$ cat src/rtl/lcd_pkg.sv
// Shared opcode set and scheduler state encoding for the LCD command path.
// Opcodes above OPC_MAX are reserved and may be filtered by the scheduler.
package lcd_pkg;

  localparam logic [3:0] OPC_WRITE       = 4'd0;
  localparam logic [3:0] OPC_READ        = 4'd1;
  localparam logic [3:0] OPC_SHIFT_UP    = 4'd2;
  localparam logic [3:0] OPC_SHIFT_DOWN  = 4'd3;
  localparam logic [3:0] OPC_SHIFT_RIGHT = 4'd4;
  localparam logic [3:0] OPC_SHIFT_LEFT  = 4'd5;
  localparam logic [3:0] OPC_ZOOM_IN     = 4'd6;
  localparam logic [3:0] OPC_ZOOM_OUT    = 4'd7;
  localparam logic [3:0] OPC_BRIGHT_UP   = 4'd8;
  localparam logic [3:0] OPC_BRIGHT_DN   = 4'd9;
  localparam logic [3:0] OPC_MIRROR_X    = 4'd10;
  localparam logic [3:0] OPC_MIRROR_Y    = 4'd11;

  localparam logic [3:0] OPC_MAX = OPC_MIRROR_Y;

  typedef enum logic [2:0] {
    S_IDLE,
    S_HOLD,
    S_WAITB,
    S_WAITD,
    S_FIN
  } sched_state_e;

  function automatic logic is_reserved(input logic [3:0] op);
    return op > OPC_MAX;
  endfunction

endpackage

$ cat src/rtl/lcd_cmd_fifo.sv
// Synchronous opcode FIFO with a combinational head and async active-low reset.
// Push is ignored when full, pop is ignored when empty.
module lcd_cmd_fifo
  import lcd_pkg::*;
#(
  parameter int DEPTH = 8,
  parameter int W     = 4
) (
  input  logic         clk,
  input  logic         reset_n,
  input  logic         push,
  input  logic         pop,
  input  logic [W-1:0] din,
  output logic [W-1:0] dout,
  output logic         full,
  output logic         empty
);

  localparam int AW = $clog2(DEPTH);

  logic [W-1:0]  mem_q [DEPTH];
  logic [AW-1:0] wr_q, wr_d;
  logic [AW-1:0] rd_q, rd_d;
  logic [AW:0]   cnt_q, cnt_d;
  logic          do_push;
  logic          do_pop;

  assign full    = (cnt_q == (AW+1)'(DEPTH));
  assign empty   = (cnt_q == '0);
  assign do_push = push && !full;
  assign do_pop  = pop && !empty;
  assign dout    = mem_q[rd_q];

  always_comb begin
    wr_d  = wr_q;
    rd_d  = rd_q;
    cnt_d = cnt_q;
    if (do_push) wr_d = wr_q + 1'b1;
    if (do_pop)  rd_d = rd_q + 1'b1;
    unique case ({do_push, do_pop})
      2'b10:   cnt_d = cnt_q + 1'b1;
      2'b01:   cnt_d = cnt_q - 1'b1;
      default: cnt_d = cnt_q;
    endcase
  end

  // Storage needs no reset: occupancy alone decides what is valid.
  always_ff @(posedge clk) begin
    if (do_push) mem_q[wr_q] <= din;
  end

  always_ff @(posedge clk or negedge reset_n) begin
    if (!reset_n) begin
      wr_q  <= '0;
      rd_q  <= '0;
      cnt_q <= '0;
    end else begin
      wr_q  <= wr_d;
      rd_q  <= rd_d;
      cnt_q <= cnt_d;
    end
  end

endmodule

$ cat src/rtl/lcd_cmd_sched.sv
// Buffers host opcodes and issues them to the LCD controller one at a time.
// Define LCD_CMD_FILTER_EN to silently drop reserved opcodes (12-15).
module lcd_cmd_sched
  import lcd_pkg::*;
#(
  parameter int DEPTH = 8,
  parameter int CNT_W = 16
) (
  input  logic             clk,
  input  logic             reset_n,
  input  logic [3:0]       host_cmd,
  input  logic             host_valid,
  output logic             host_ready,
  output logic [3:0]       cmd,
  output logic             cmd_valid,
  input  logic             busy,
  input  logic             done,
  output logic             fin,
  output logic [CNT_W-1:0] issued_cnt,
  output logic [CNT_W-1:0] drop_cnt
);

  sched_state_e     state_q, state_d;
  logic [3:0]       cmd_q, cmd_d;
  logic             cmd_valid_q, cmd_valid_d;
  logic             fin_q, fin_d;
  logic [CNT_W-1:0] issued_q, issued_d;
  logic             push;
  logic             pop;
  logic [3:0]       head;
  logic             full;
  logic             empty;

`ifdef LCD_CMD_FILTER_EN
  logic [CNT_W-1:0] drop_q, drop_d;
  assign drop_cnt = drop_q;
`else
  assign drop_cnt = '0;
`endif

  function automatic logic [CNT_W-1:0] sat_inc(
    input logic [CNT_W-1:0] v
  );
    return (&v) ? v : v + 1'b1;
  endfunction

  assign host_ready = !full && (state_q != S_FIN);
  assign push       = host_valid && host_ready;
  assign cmd        = cmd_q;
  assign cmd_valid  = cmd_valid_q;
  assign fin        = fin_q;
  assign issued_cnt = issued_q;

  lcd_cmd_fifo #(
    .DEPTH (DEPTH),
    .W     (4)
  ) u_fifo (
    .clk     (clk),
    .reset_n (reset_n),
    .push    (push),
    .pop     (pop),
    .din     (host_cmd),
    .dout    (head),
    .full    (full),
    .empty   (empty)
  );

  always_comb begin
    state_d     = state_q;
    cmd_d       = cmd_q;
    cmd_valid_d = 1'b0;
    fin_d       = fin_q;
    issued_d    = issued_q;
    pop         = 1'b0;
`ifdef LCD_CMD_FILTER_EN
    drop_d      = drop_q;
`endif
    unique case (state_q)
      S_IDLE: begin
        if (!empty) begin
`ifdef LCD_CMD_FILTER_EN
          if (is_reserved(head)) begin
            pop    = 1'b1;
            drop_d = sat_inc(drop_q);
          end else
`endif
          if (!busy) begin
            pop         = 1'b1;
            cmd_d       = head;
            cmd_valid_d = 1'b1;
            issued_d    = sat_inc(issued_q);
            state_d     = S_HOLD;
          end
        end
      end
      // cmd_q still carries the opcode just issued.
      S_HOLD: begin
        state_d = (cmd_q == OPC_WRITE) ? S_WAITD : S_WAITB;
      end
      S_WAITB: begin
        if (!busy) state_d = S_IDLE;
      end
      S_WAITD: begin
        if (done) begin
          fin_d   = 1'b1;
          state_d = S_FIN;
        end
      end
      S_FIN: begin
        state_d = S_FIN;
      end
      default: begin
        state_d = S_IDLE;
      end
    endcase
  end

  always_ff @(posedge clk or negedge reset_n) begin
    if (!reset_n) begin
      state_q     <= S_IDLE;
      cmd_q       <= '0;
      cmd_valid_q <= 1'b0;
      fin_q       <= 1'b0;
      issued_q    <= '0;
    end else begin
      state_q     <= state_d;
      cmd_q       <= cmd_d;
      cmd_valid_q <= cmd_valid_d;
      fin_q       <= fin_d;
      issued_q    <= issued_d;
    end
  end

`ifdef LCD_CMD_FILTER_EN
  always_ff @(posedge clk or negedge reset_n) begin
    if (!reset_n) drop_q <= '0;
    else          drop_q <= drop_d;
  end
`endif

endmodule

$ cat config.mk
export PLATFORM = sky130hd
export DESIGN_NAME = lcd_cmd_sched
export DESIGN_NICKNAME = d
export VERILOG_FILES = /design/src/rtl/lcd_pkg.sv /design/src/rtl/lcd_cmd_fifo.sv /design/src/rtl/lcd_cmd_sched.sv
export SDC_FILE = /design/constraint.sdc
export NUM_CORES = 1
export LEC_CHECK = 0
export BUFFER_PORTS_ARGS = -buffer_cell sky130_fd_sc_hd__buf_2
export CAP_MARGIN = 20
export CORE_UTILIZATION = 55
export DETAILED_ROUTE_END_ITERATION = 10
export GPL_TIMING_DRIVEN = 0
export PLACE_DENSITY = 0.74
export SLEW_MARGIN = 20
export SYNTH_ARGS = -nofsm -noshare
export SYNTH_HDL_FRONTEND = slang
export SYNTH_HIERARCHICAL = 1
export SYNTH_SLANG_ARGS = --single-unit
$ cat constraint.sdc
create_clock -name clk -period 3.9 [get_ports clk]
set_input_delay 0.195 -clock clk [delete_from_list [all_inputs] [get_ports clk]]
set_output_delay 0.195 -clock clk [all_outputs]
set_load 0.02 [all_outputs]
==> results.md <==
* Status: completed
* Flop-to-flop setup slack at 0.35 ns
* H-tree depth at 3
* Die area at 6061 µm²
* Postcts setup bufs at 0
* Clock Skew at between 0.006 and 0.007 ns
* Fillers at 445
* Final Instance Area at 3659 µm²
* Tot GR Track Use at 20.03%
* Met2 WL post-DR at 2380 µm
* Met3 wire len at around 210 µm
* Post-DP HPWL at 3753 µm
* TNS Setup at 0 ns
* Clock latency at the later pin of the worst-skew pair at approximately 0.33 ns
* Yosys warns at 6
* Hold/Removal Path Class: input port to flip-flop
* Peak supply drop at 0.4012 mV
* Sequential area share after synthesis at 58.05%
* Type of the worst setup path: flip-flop to flip-flop
* Post-Syn Area at 3164 µm²
* DRT Wirelength at 5261 µm
* Core Region at approximately 5500 µm²
* Avg Synthesized Cell Area at 12.86 µm²
* Post-route minimum period at 3.547 ns
* Share of flip-flops with an asynchronous set or reset at 52.24%
* Post_cts resized at 0
* Initial antenna violation count at 0
* I/O pin count at 48
* Arrival time worst endpoint at 3.74 ns
* Final setup vio count at 0
* Final Hold Viols at 0
* Sink Count at 67
* Power per Cell Area at 698.7 nW/µm²
* Slew Viols, Final at 0
* Worst-path maximum fanout at 11
* CP endpoint kind: flip-flop
* Number of synthesized flops with an enable pin at 32
* Synthesized flop and latch total at 67
* Reg area at 1837 µm²
* Vias in the first global route at 1882
* Die height at just under 80 µm
* DP Area at 3466 µm²
* Yosys cell types at between 40 and 50
* Per-cell routed wire length at about 14 µm
* Row count at 27
* CTS tree: built
* Global-route wire length before repair at 9059 µm
* Clk pin slew, worst setup/hold paths at approximately 0.060 ns
* Maximum clock rate at 0.2820 GHz
* Nets at 319
* Startpoint Class: flip-flop
* Unrepaired setup endpoints after global routing: false
* Gr ovfl total at 0
* Most common cell after layout, fill and taps aside: dfrtp_1
* Slew @ Worst Pin at just under 0.8 ns
* Top flip-flop cell by instance count after synthesis: dfrtp_1
* Reg2reg path depth at 12
* M1 WL at about 2600 µm
* Multi-input gate area at approximately 1200 µm²
* Drc violations at 0
* Antenna viol nets, final at 0
* Worst r2r src: u_fifo/cnt_q[0]
* Max Used Layer: met4
* Rel. slew slack at between 40% and 50%
* Data required, critical path at 4.10 ns
* Number of port buffers at 31
* Leakage at 1.621 nW
* Area Overhead vs Synth at 15.62%
* Detailed Route Iter0 Violations at 98
* Initial Util at 57.11%
* Clk buf depth at 2
* CTS Buf Count at 9
* Final GP Congestion at just under 0.8
* Pre-antenna DRT Iters at 4
* Ratio of final minimum period to clock period at 90.94%
* Commonest cells after routing, fill and taps aside: 35 x dfrtp_1, 34 x buf_2, 32 x edfxtp_1, 28 x nand2_1
* Share of cells above drive strength 1 at 27.60%
* Number of diodes at 0
* Vias at 1966
* Root buffer cell: clkbuf_8
* Die extent in x at 77.85 µm
* Reg2reg end: u_fifo/cnt_q[3]
* Max cap viols at 0
* Worst setup path start: u_fifo/cnt_q[0]
* Pin count of the biggest net entering global routing at 36
* Worst setup path endpoint: u_fifo/cnt_q[3]
* Mapped Cells at approximately 250
* Vias per cell at about 5.2
==> registers in the layout (all words and copies together), names as in the netlist <==
register and cells:
cmd 4, cmd_valid 1, fin 1, issued_cnt 16, state_q 3, u_fifo/cnt_q 4, u_fifo/mem_q 32, u_fifo/rd_q 3
u_fifo/wr_q 3
==> where the power goes <==
part | switching [mW] | internal (mW)
combinational | 0.510 | 0.419
clock | 0.235 | 0.310
sequential | 0.158 | 0.925
total | 0.903 | 1.65
==> area by class of cell <==
type / count / area share, %
sequential: 67 / 50.21
multi-input combinational: 163 / 32.49
timing repair buffer: 32 / 4.514
buffer: 22 / 4.412
clock buffer: 13 / 4.070
tap: 72 / 2.462
clock inverter: 3 / 1.026
inverter: 8 / 0.8208
==> through the flow <==
| step | setup slack, ns | power (mW) | cells | hold slack [ns] | utilization [%] |
|---|---|---|---|---|---|
| 2_1_floorplan | 0.7323 | 1.796 | 261 | -0.1006 | - |
| 3_3_place_gp | 0.3288 | 2.007 | 364 | 0.3141 | 62.56 |
| 3_5_place_dp | 0.2161 | 2.039 | 364 | 0.3227 | 62.56 |
| 4_1_cts | 0.1585 | 2.584 | 381 | 0.1343 | 66.10 |
| 5_1_grt | 0.1192 | 2.743 | 380 | 0.1472 | 66.03 |
| 6_report | 0.3535 | 2.556 | 380 | 0.1501 | 66.03 |
==> synthesized netlist by cell type, types with 2 or more instances <==
cell type	count	area, µm²
mux2_2	6	67.56
or4_1	2	15.01
nand2b_1	3	18.77
ha_1	6	75.07
nor3_2	2	20.02
inv_1	8	30.03
nand2_1	28	105.1
nand4_1	4	25.02
nor2_1	12	45.04
buf_2	3	15.01
dfrtp_1	35	875.8
xnor2_1	6	52.55
o211ai_1	2	15.01
nor3_1	10	50.05
mux4_2	8	180.2
buf_6	2	22.52
clkbuf_1	2	7.510
nor3b_1	4	30.03
nor4_1	7	43.79
buf_4	16	120.1
xor2_1	15	131.4
nand3_1	9	45.04
edfxtp_1	32	960.9
a21oi_1	5	25.02
==> critical path: stages (launching register included) <==
cell and delay, ns:
dfrtp_1 0.37, buf_6 0.13, nor4_1 0.39, nor3_1 0.11, nand2_1 0.32, inv_1 0.22, o41ai_2 0.13, inv_1 0.17
ha_1 0.31, ha_1 0.38, or4b_2 0.64, o311ai_0 0.12, o211ai_1 0.12
==> per-layer routing <==
layer | GRT usage, % | vias up
met5 | 0 | -
met3 | 3.059 | 8
li1 | - | 980
met1 | 28.21 | 929
met4 | 11.89 | 0
met2 | 29.47 | 49
==> how the worst min path moves through the flow <==
stage                     start  cells after the start            endpoint  slack, ns
floorplan               reset_n                      0              cmd[0]      -0.10
global placement        reset_n                      1      issued_cnt[12]       0.31
detailed placement      reset_n                      1      issued_cnt[12]       0.32
CTS                 host_cmd[2]                      1  u_fifo/mem_q[2][2]       0.13
global route        host_cmd[2]                      1  u_fifo/mem_q[5][2]       0.15
finish              host_cmd[2]                      1  u_fifo/mem_q[5][2]       0.15
==> cell families (layout without fill, tap and decap cells) <==
| group | count (synthesis) | after routing | synth area share [%] |
|---|---|---|---|
| AO/OA/AOI/OAI | 12 | 12 | 2.847 |
| XOR/XNOR | 21 | 21 | 5.813 |
| adder cells (fa/ha/maj) | 7 | 7 | 3.005 |
| buffers and inverters | 31 | 78 | 6.169 |
| flip-flops | 67 | 67 | 58.05 |
| multiplexers | 16 | 16 | 8.501 |
| other | 1 | 16 | 0.1185 |
| AND/OR/NAND/NOR | 91 | 91 | 15.50 |
==> what timing repair did <==
item / 4_1_cts / 5_1_grt
endpoints found under the hold margin: 35 / 0
setup endpoints to repair: 0 / 1
hold buffers: 1 / 0
Note: power is estimated with default switching activity, not from simulation.
